===== src/rtl/butterfly_r2_pipe.sv =====
// butterfly_r2_pipe: three-stage pipelined radix-2 DIT butterfly.
//   out1 = A + B*W, out2 = A - B*W, with optional per-sample divide-by-2
//   and a valid/ready handshake that stalls the whole pipeline together.
// Build option: define BFLY_SATURATE_EN to clamp out-of-range results and
// enable the sticky ovf flag; otherwise results wrap and ovf reads 0.

module butterfly_r2_pipe #(
  parameter int unsigned BW = 16,
  parameter int unsigned TW = 16
) (
  input  logic                 clk,
  input  logic                 rst,
  input  logic                 in_valid,
  output logic                 in_ready,
  input  logic signed [BW-1:0] xin1,
  input  logic signed [BW-1:0] yin1,
  input  logic signed [BW-1:0] xin2,
  input  logic signed [BW-1:0] yin2,
  input  logic signed [TW-1:0] wr,
  input  logic signed [TW-1:0] wi,
  input  logic                 scale,
  output logic                 out_valid,
  input  logic                 out_ready,
  output logic signed [BW-1:0] xout1,
  output logic signed [BW-1:0] yout1,
  output logic signed [BW-1:0] xout2,
  output logic signed [BW-1:0] yout2,
  output logic                 ovf,
  input  logic                 ovf_clr
);

  // Widths: product, full-precision sum, rounded twiddle product, stage-3 sum
  localparam int unsigned PW = BW + TW;
  localparam int unsigned SW = PW + 1;
  localparam int unsigned RW = BW + 2;
  localparam int unsigned EW = BW + 3;

  // Half-LSB of the Q1.(TW-1) product for round half-up
  localparam logic signed [SW-1:0] RND  = SW'(1) <<< (TW - 2);
  localparam logic signed [EW-1:0] MAXV = EW'((1 << (BW - 1)) - 1);
  localparam logic signed [EW-1:0] MINV = -MAXV - EW'(1);

  // One reduced output component plus its out-of-range indication
  typedef struct packed {
    logic          ovf;
    logic [BW-1:0] val;
  } red_t;

  // Optional halving with round half-up, then reduction to BW bits
  function automatic red_t finish_sample(input logic signed [EW-1:0] s,
                                         input logic                 sc);
    logic signed [EW-1:0] v;
    red_t                 r;
    v     = sc ? ((s + EW'(1)) >>> 1) : s;
    r.ovf = (v > MAXV) || (v < MINV);
`ifdef BFLY_SATURATE_EN
    if (v > MAXV)      r.val = BW'(MAXV);
    else if (v < MINV) r.val = BW'(MINV);
    else               r.val = BW'(v);
`else
    r.val = BW'(v);
`endif
    return r;
  endfunction

  logic adv;

  // Stage 1 state
  logic                 v1;
  logic signed [PW-1:0] p_xr, p_yi, p_xi, p_yr;
  logic signed [BW-1:0] a1_x, a1_y;
  logic                 sc1;

  // Stage 2 state
  logic                 v2;
  logic signed [RW-1:0] t_r, t_i;
  logic signed [BW-1:0] a2_x, a2_y;
  logic                 sc2;

  // Stage 3 valid
  logic v3;

  // Combinational intermediates
  logic signed [PW-1:0] m_xr_c, m_yi_c, m_xi_c, m_yr_c;
  logic signed [SW-1:0] tr_full_c, ti_full_c, tr_sh_c, ti_sh_c;
  logic signed [EW-1:0] s1x_c, s1y_c, s2x_c, s2y_c;
  red_t                 r1x_c, r1y_c, r2x_c, r2y_c;
  logic                 ovf_any_c;

  // Whole pipeline advances unless a finished result is blocked downstream
  assign adv       = ~v3 | out_ready;
  assign in_ready  = adv;
  assign out_valid = v3;

  // Stage 1 multipliers: four real partial products of B*W
  assign m_xr_c = PW'(xin2) * PW'(wr);
  assign m_yi_c = PW'(yin2) * PW'(wi);
  assign m_xi_c = PW'(xin2) * PW'(wi);
  assign m_yr_c = PW'(yin2) * PW'(wr);

  // Stage 1 register: products, A and scale captured on a transfer
  always_ff @(posedge clk or posedge rst) begin
    if (rst) begin
      v1   <= 1'b0;
      p_xr <= '0;
      p_yi <= '0;
      p_xi <= '0;
      p_yr <= '0;
      a1_x <= '0;
      a1_y <= '0;
      sc1  <= 1'b0;
    end else if (adv) begin
      v1 <= in_valid;
      if (in_valid) begin
        p_xr <= m_xr_c;
        p_yi <= m_yi_c;
        p_xi <= m_xi_c;
        p_yr <= m_yr_c;
        a1_x <= xin1;
        a1_y <= yin1;
        sc1  <= scale;
      end
    end
  end

  // Stage 2 combine: complex product sums, rounded back to data scale
  always_comb begin
    tr_full_c = SW'(p_xr) - SW'(p_yi);
    ti_full_c = SW'(p_xi) + SW'(p_yr);
    tr_sh_c   = (tr_full_c + RND) >>> (TW - 1);
    ti_sh_c   = (ti_full_c + RND) >>> (TW - 1);
  end

  // Stage 2 register: rounded twiddle product travels with A and scale
  always_ff @(posedge clk or posedge rst) begin
    if (rst) begin
      v2   <= 1'b0;
      t_r  <= '0;
      t_i  <= '0;
      a2_x <= '0;
      a2_y <= '0;
      sc2  <= 1'b0;
    end else if (adv) begin
      v2 <= v1;
      if (v1) begin
        t_r  <= RW'(tr_sh_c);
        t_i  <= RW'(ti_sh_c);
        a2_x <= a1_x;
        a2_y <= a1_y;
        sc2  <= sc1;
      end
    end
  end

  // Stage 3 add/sub with headroom, then scale and reduce each component
  always_comb begin
    s1x_c     = EW'(a2_x) + EW'(t_r);
    s1y_c     = EW'(a2_y) + EW'(t_i);
    s2x_c     = EW'(a2_x) - EW'(t_r);
    s2y_c     = EW'(a2_y) - EW'(t_i);
    r1x_c     = finish_sample(s1x_c, sc2);
    r1y_c     = finish_sample(s1y_c, sc2);
    r2x_c     = finish_sample(s2x_c, sc2);
    r2y_c     = finish_sample(s2y_c, sc2);
    ovf_any_c = r1x_c.ovf | r1y_c.ovf | r2x_c.ovf | r2y_c.ovf;
  end

  // Output register: holds while a result waits on out_ready
  always_ff @(posedge clk or posedge rst) begin
    if (rst) begin
      v3    <= 1'b0;
      xout1 <= '0;
      yout1 <= '0;
      xout2 <= '0;
      yout2 <= '0;
    end else if (adv) begin
      v3 <= v2;
      if (v2) begin
        xout1 <= r1x_c.val;
        yout1 <= r1y_c.val;
        xout2 <= r2x_c.val;
        yout2 <= r2y_c.val;
      end
    end
  end

`ifdef BFLY_SATURATE_EN
  // Sticky overflow: a new overflow wins over a coincident clear
  always_ff @(posedge clk or posedge rst) begin
    if (rst) begin
      ovf <= 1'b0;
    end else if (adv && v2 && ovf_any_c) begin
      ovf <= 1'b1;
    end else if (ovf_clr) begin
      ovf <= 1'b0;
    end
  end
`else
  // Wrapping build: no overflow reporting
  logic unused_sig;
  assign ovf        = 1'b0;
  assign unused_sig = ^{ovf_clr, ovf_any_c};
`endif

endmodule


===== config.mk =====
export PLATFORM = sky130hd
export DESIGN_NAME = butterfly_r2_pipe
export DESIGN_NICKNAME = d
export VERILOG_FILES = /design/src/rtl/butterfly_r2_pipe.sv
export SDC_FILE = /design/constraint.sdc
export NUM_CORES = 2
export LEC_CHECK = 0
export ABC_AREA = 1
export ABC_CLOCK_PERIOD_IN_PS = 8130
export BUFFER_PORTS_ARGS = -buffer_cell sky130_fd_sc_hd__buf_2
export CAP_MARGIN = 40
export CORE_MARGIN = 1.5
export CORE_UTILIZATION = 60
export CTS_BUF_LIST = sky130_fd_sc_hd__clkbuf_4 sky130_fd_sc_hd__clkbuf_8
export DETAILED_ROUTE_END_ITERATION = 16
export GPL_TIMING_DRIVEN = 1
export MAX_ROUTING_LAYER = met4
export PLACE_DENSITY = 0.81
export SYNTH_ARGS = -nofsm -noshare
export SYNTH_HDL_FRONTEND = slang
export SYNTH_SLANG_ARGS = --single-unit

===== constraint.sdc =====
create_clock -name clk -period 8.13 [get_ports clk]
set_input_delay 0.4065 -clock clk [delete_from_list [all_inputs] [get_ports clk]]
set_output_delay 0.4065 -clock clk [all_outputs]
set_load 0.01 [all_outputs]

# Word level (Yosys, flattened, before mapping)
# Index checks and enable logic that the tools add are counted.
[word_totals] reg_bits=295 latch_bits=0 ramBits=0 mem_bits_ro=0 inputBits=102 output_inout_bits=67 word_cells=44 memories=0
[op_classes] add_sub_neg=12 multipliers=4 n_div=0 n_lt_le_gt_ge=0 n_eq_ne=0 shifts=0 mux=4 bitwise=2 reduce_logical=3
[ops] cell="$mul A16 B16 Y32" count=4
[ops] cell="$add A17 B2 Y17 const B" count=4
[ops] cell="$add A32 B16 Y32 const B" count=2
[ops] cell="$mux W16" count=4
[ops] cell="$add A16 B17 Y17" count=2
[ops] cell="$sub A16 B17 Y17" count=2
[ops] cell="$add A32 B32 Y32" count=1
[ops] cell="$sub A32 B32 Y32" count=1
[ops] cell="$reduce_and A2 Y1" count=3
[ops] cell="$not A1 Y1" count=1
[ops] cell="$or A1 B1 Y1" count=1

# Depth between registers and ports, before layout
[depth] depth_word=3 depth_mapped=27 depth_no_buf=26

# Worst setup path before layout
# OpenSTA, ideal clock, no wires.
[synth_timing] kind="input -> register" start="input xin2[15]" end="register p_xi[28]" setup_time_ps=82 arrival_time_ps=5672 t_required_ps=8048 slack_ps=2376 stages=20 n_path_buf=1 path_cell_list="clkbuf_1 > nand2_1 > inv_1 > fa_1 > fa_1 > inv_1 > fa_1 > fa_1 > inv_1 > fa_1 > inv_1 > fa_1 > inv_1 > ha_1 > a21oi_1 > o21ai_0 > a211oi_1 > o211ai_1 > or2_2 > a31oi_1"
[synth_between] elab_chain_cells=1
[synth_rtl] item="start: declaration" line="17" source="input logic signed [BW-1:0] xin2,"
[synth_rtl] item="$mul A16 B16 Y32" line="98" source="assign m_xi_c = PW'(xin2) * PW'(wi);"
[synth_rtl] item="end signal: assignment" line="117" source="p_xi <= m_xi_c;"
[synth_rtl] item="end: declaration" line="70" source="logic signed [PW-1:0] p_xr, p_yi, p_xi, p_yr;"
# Every way passes these cells.
# A chain may end at the register's enable or synchronous reset.

# Worst setup path after layout
[layout_timing] start="input wi[1]" end="register p_yi[23]"
[layout_between] elab_chain_cells=1
[layout_rtl] item="start: declaration" line="20" source="input logic signed [TW-1:0] wi,"
[layout_rtl] item="$mul A16 B16 Y32" line="97" source="assign m_yi_c = PW'(yin2) * PW'(wi);"
[layout_rtl] item="end signal: assignment" line="116" source="p_yi <= m_yi_c;"
[layout_rtl] item="end: declaration" line="70"
# Every way passes these cells.

==> results.toml <==
[worst_setup_path]
critical_path.max_stage_delay_ps = 900
critPathSlowestCell = "fa_1"
rr_worst_depth = 14
path_common_cell = "fa_1"
critPathKind = "in2reg"
reg2reg_to = "t_i[8]$_DFFE_PP0P_"
crit_required_ps = 8630
r2r_setup_slack_ps = 5020
worstSetupEndpointType = "flop"
r2r_start = "p_xi[3]$_DFFE_PP0P_"
cp-start-kind = "input pin"
arrival_ps = 6800
worstPathCellList = "buf_2, nand2_1, inv_1, fa_1, fa_1, fa_1, fa_1, fa_1, inv_1, fa_1, inv_1, ha_1, a21oi_1, o21ai_0, a31oi_1, nand3_1, or2_2, nand3_1, o21ai_0"
cp_max_fo = 32

[cts]
cts_max_level = 2
cts-root-buf = "clkbuf_8"
clk-insertion-delay-late_ps = 710
postCtsSetupBuffers = 0
numClockSinks = 295
ctsLongestPathBuffers = 3
ctsResizeCount = 0
cts_tree = "done"
cts.reportedPaths.clkPinSlew_ps = 60
cts_buffers = 53

[sta]
finalHoldViolations = 0
slew_headroom_pct = 34.8
slew_viol_final = 0
post-route-period-util_pct = 77.5
max_freq_ghz = 0.159
tns_ps = 0
fin_crit_ps = 6300
tightest_slew_ps = 977
finalClockSkew_ps = 36.5
setup_violations = 0
rsz0062_at_grt = "no"

[yosys]
synth_edf_count = 0
ys_top_cells_by_count = "nand2_1 (2198), inv_1 (2069), fa_1 (1052), ha_1 (514), nor2_1 (339)"
synth-seq-area-share_pct = 11.9
syn_avg_cell_area_sq_um = 7.57
synth_most_common_cell = "nand2_1"
async_flop_share_pct = 100
ys_ff_latch = 295
synth_top_area_cell = "fa_1"
synth.top_cell.area_share_pct = 34.0
syn_nets = 9857
ys_types = 56
yosysWarnings = 0
syn_inst = 8189
synth_area_sq_um = 62000
synthFlopType = "dfrtp_1"
synth_area_leaders = "fa_1 (34%), nand2_1 (13%), inv_1 (13%)"

[route]
vias = 52900
via_per_inst = 5.50
wirelength_met1_mm = 69.6
dr_wl_met2_mm = 80.4
drt-initial-drc-count = 4535
drtAntennaViolNets = 0
routed.top_layer = "met4"
wl_met3_mm = 14.2
wire_per_inst_um = 18.0
drc = 0
wl_mm = 173
drt-pass1-iter-count = 6

[layout]
area_growth_pct = 5.32
nNetsFinal = 9852
final_core_util_pct = 64.0
layout-drive-gt1-share_pct = 5.45

[grt]
track_usage_pct = 34.6
antenna_found_initial = 15
grt_pass1_vias = 54800
grt_max_degree = 140
grt_pass1_wl_mm = 283
grt_overflow = 0

[floorplan]
fp.dieH_um = 324
coreArea_sq_um = 102000
initial_core_util_pct = 60.7
fp.dieW_um = 324
fp-row-count = 117
pin_count = 169
die_area_sq_um = 105000

[placement]
dp_hpwl_mm = 138
port_buffers = 166
gp_congestion = 0.970

[worst_hold_path]
hold_depth = 4
hold_path.class = "in2reg"
worstHoldStart = "out_ready"
holdPathEnd = "out_valid$_DFFE_PP0N_"

[job]
drv_cap = 0

[run_status]
status = "finished clean"
## repair_timing
action                                  4_1_cts  5_1_grt
endpoints found under the hold margin        52        0
endpoints found under the setup margin        0        0
hold buffers                                 34        0
## registers in the layout, summed over array words and instances (netlist names), 16 cells and up
| name | count |
|---|---|
| p_xr | 32 |
| yout1 | 16 |
| a1_x | 16 |
| p_yi | 32 |
| xout2 | 16 |
| p_yr | 32 |
| t_i | 17 |
| a2_x | 16 |
| xout1 | 16 |
| p_xi | 32 |
| a1_y | 16 |
| yout2 | 16 |
| a2_y | 16 |
| t_r | 17 |
## layout make-up
class / count / area, sq um
Clock buffer: 75 / 982
Clock inverter: 20 / 239
Inverter: 2087 / 7840
Sequential cell: 295 / 7380
Multi-Input combinational cell: 5516 / 45600
Tap cell: 1368 / 1710
Fill cell: 8958 / 36800
Antenna cell: 16 / 40.0
Timing Repair Buffer: 231 / 1490
## kinds of logic after synthesis
family                     count (synthesis)  share of synthesized area [%]
and+or+nand+nor                         3070                           20.3
other                                      1                        0.00605
AOI/OAI and AO/OA                        738                           6.64
buffers and inverters                   2378                           14.6
adders and majority gates               1566                           44.4
xor gates and xnor gates                 141                           2.19
DFF                                      295                           11.9
## routing by layer
metal | track usage (%) | vias up
met5 | - | -
met4 | 15.1 | 0
met3 | 4.90 | 443
met2 | 54.3 | 2266
met1 | 44.9 | 25900
li1 | - | 24200
## critical path, delay by kind of cell
family	cells	cell delay, ps
adders and majority gates	7	3830
buffers and inverters	4	970
and+or+nand+nor	4	840
AOI/OAI and AO/OA	4	720
## how the worst max path moves through the flow
stage | from | endpoint | slack, ps | depth (start not counted)
after floorplan | xin2[15] | p_xi[28]$_DFFE_PP0P_ | 2380 | 20
after global placement | wi[1] | p_xi[31]$_DFFE_PP0P_ | 1420 | 19
after detailed placement | wi[1] | p_yi[23]$_DFFE_PP0P_ | 1270 | 19
after CTS | wi[1] | p_yi[23]$_DFFE_PP0P_ | 1960 | 19
after global routing | wi[1] | p_xi[27]$_DFFE_PP0P_ | 1570 | 19
final | wi[1] | p_yi[23]$_DFFE_PP0P_ | 1830 | 19
## layout by cell type, fill, tap and decap left out, types with 19 or more instances in the layout
| cell | count |
|---|---|
| o21ai_0 | 289 |
| nand2_1 | 2197 |
| nand2_2 | 20 |
| nand4_1 | 76 |
| xor2_1 | 62 |
| a21o_1 | 27 |
| dfrtp_1 | 294 |
| a31oi_1 | 51 |
| fa_1 | 1052 |
| or2_2 | 43 |
| buf_2 | 166 |
| buf_4 | 25 |
| nand3_1 | 267 |
| nor2_1 | 337 |
| nor2_2 | 28 |
| xnor2_1 | 66 |
| inv_1 | 2067 |
| clkbuf_8 | 67 |
| dlygate4sd3_1 | 34 |
| a21oi_1 | 261 |
| ha_1 | 514 |
| o21bai_1 | 33 |
| o211ai_1 | 19 |
| nor3_1 | 49 |
## metrics by stage
stage                     setup WS, ps  cell area (sq um)  std cells  hold slack (ps)
final                             1830              65300       9608              197
after global routing              1570              65300       9608              187
after CTS                         1960              65200       9592              149
after detailed placement          1270              63700       9463              450
after global placement            1420              63600       9459              448
after floorplan                   2380              62000       8189              432
Power is left out: the tool's default activity adds up to more than one toggle a clock period on the data nets, which glitch-free logic cannot reach.
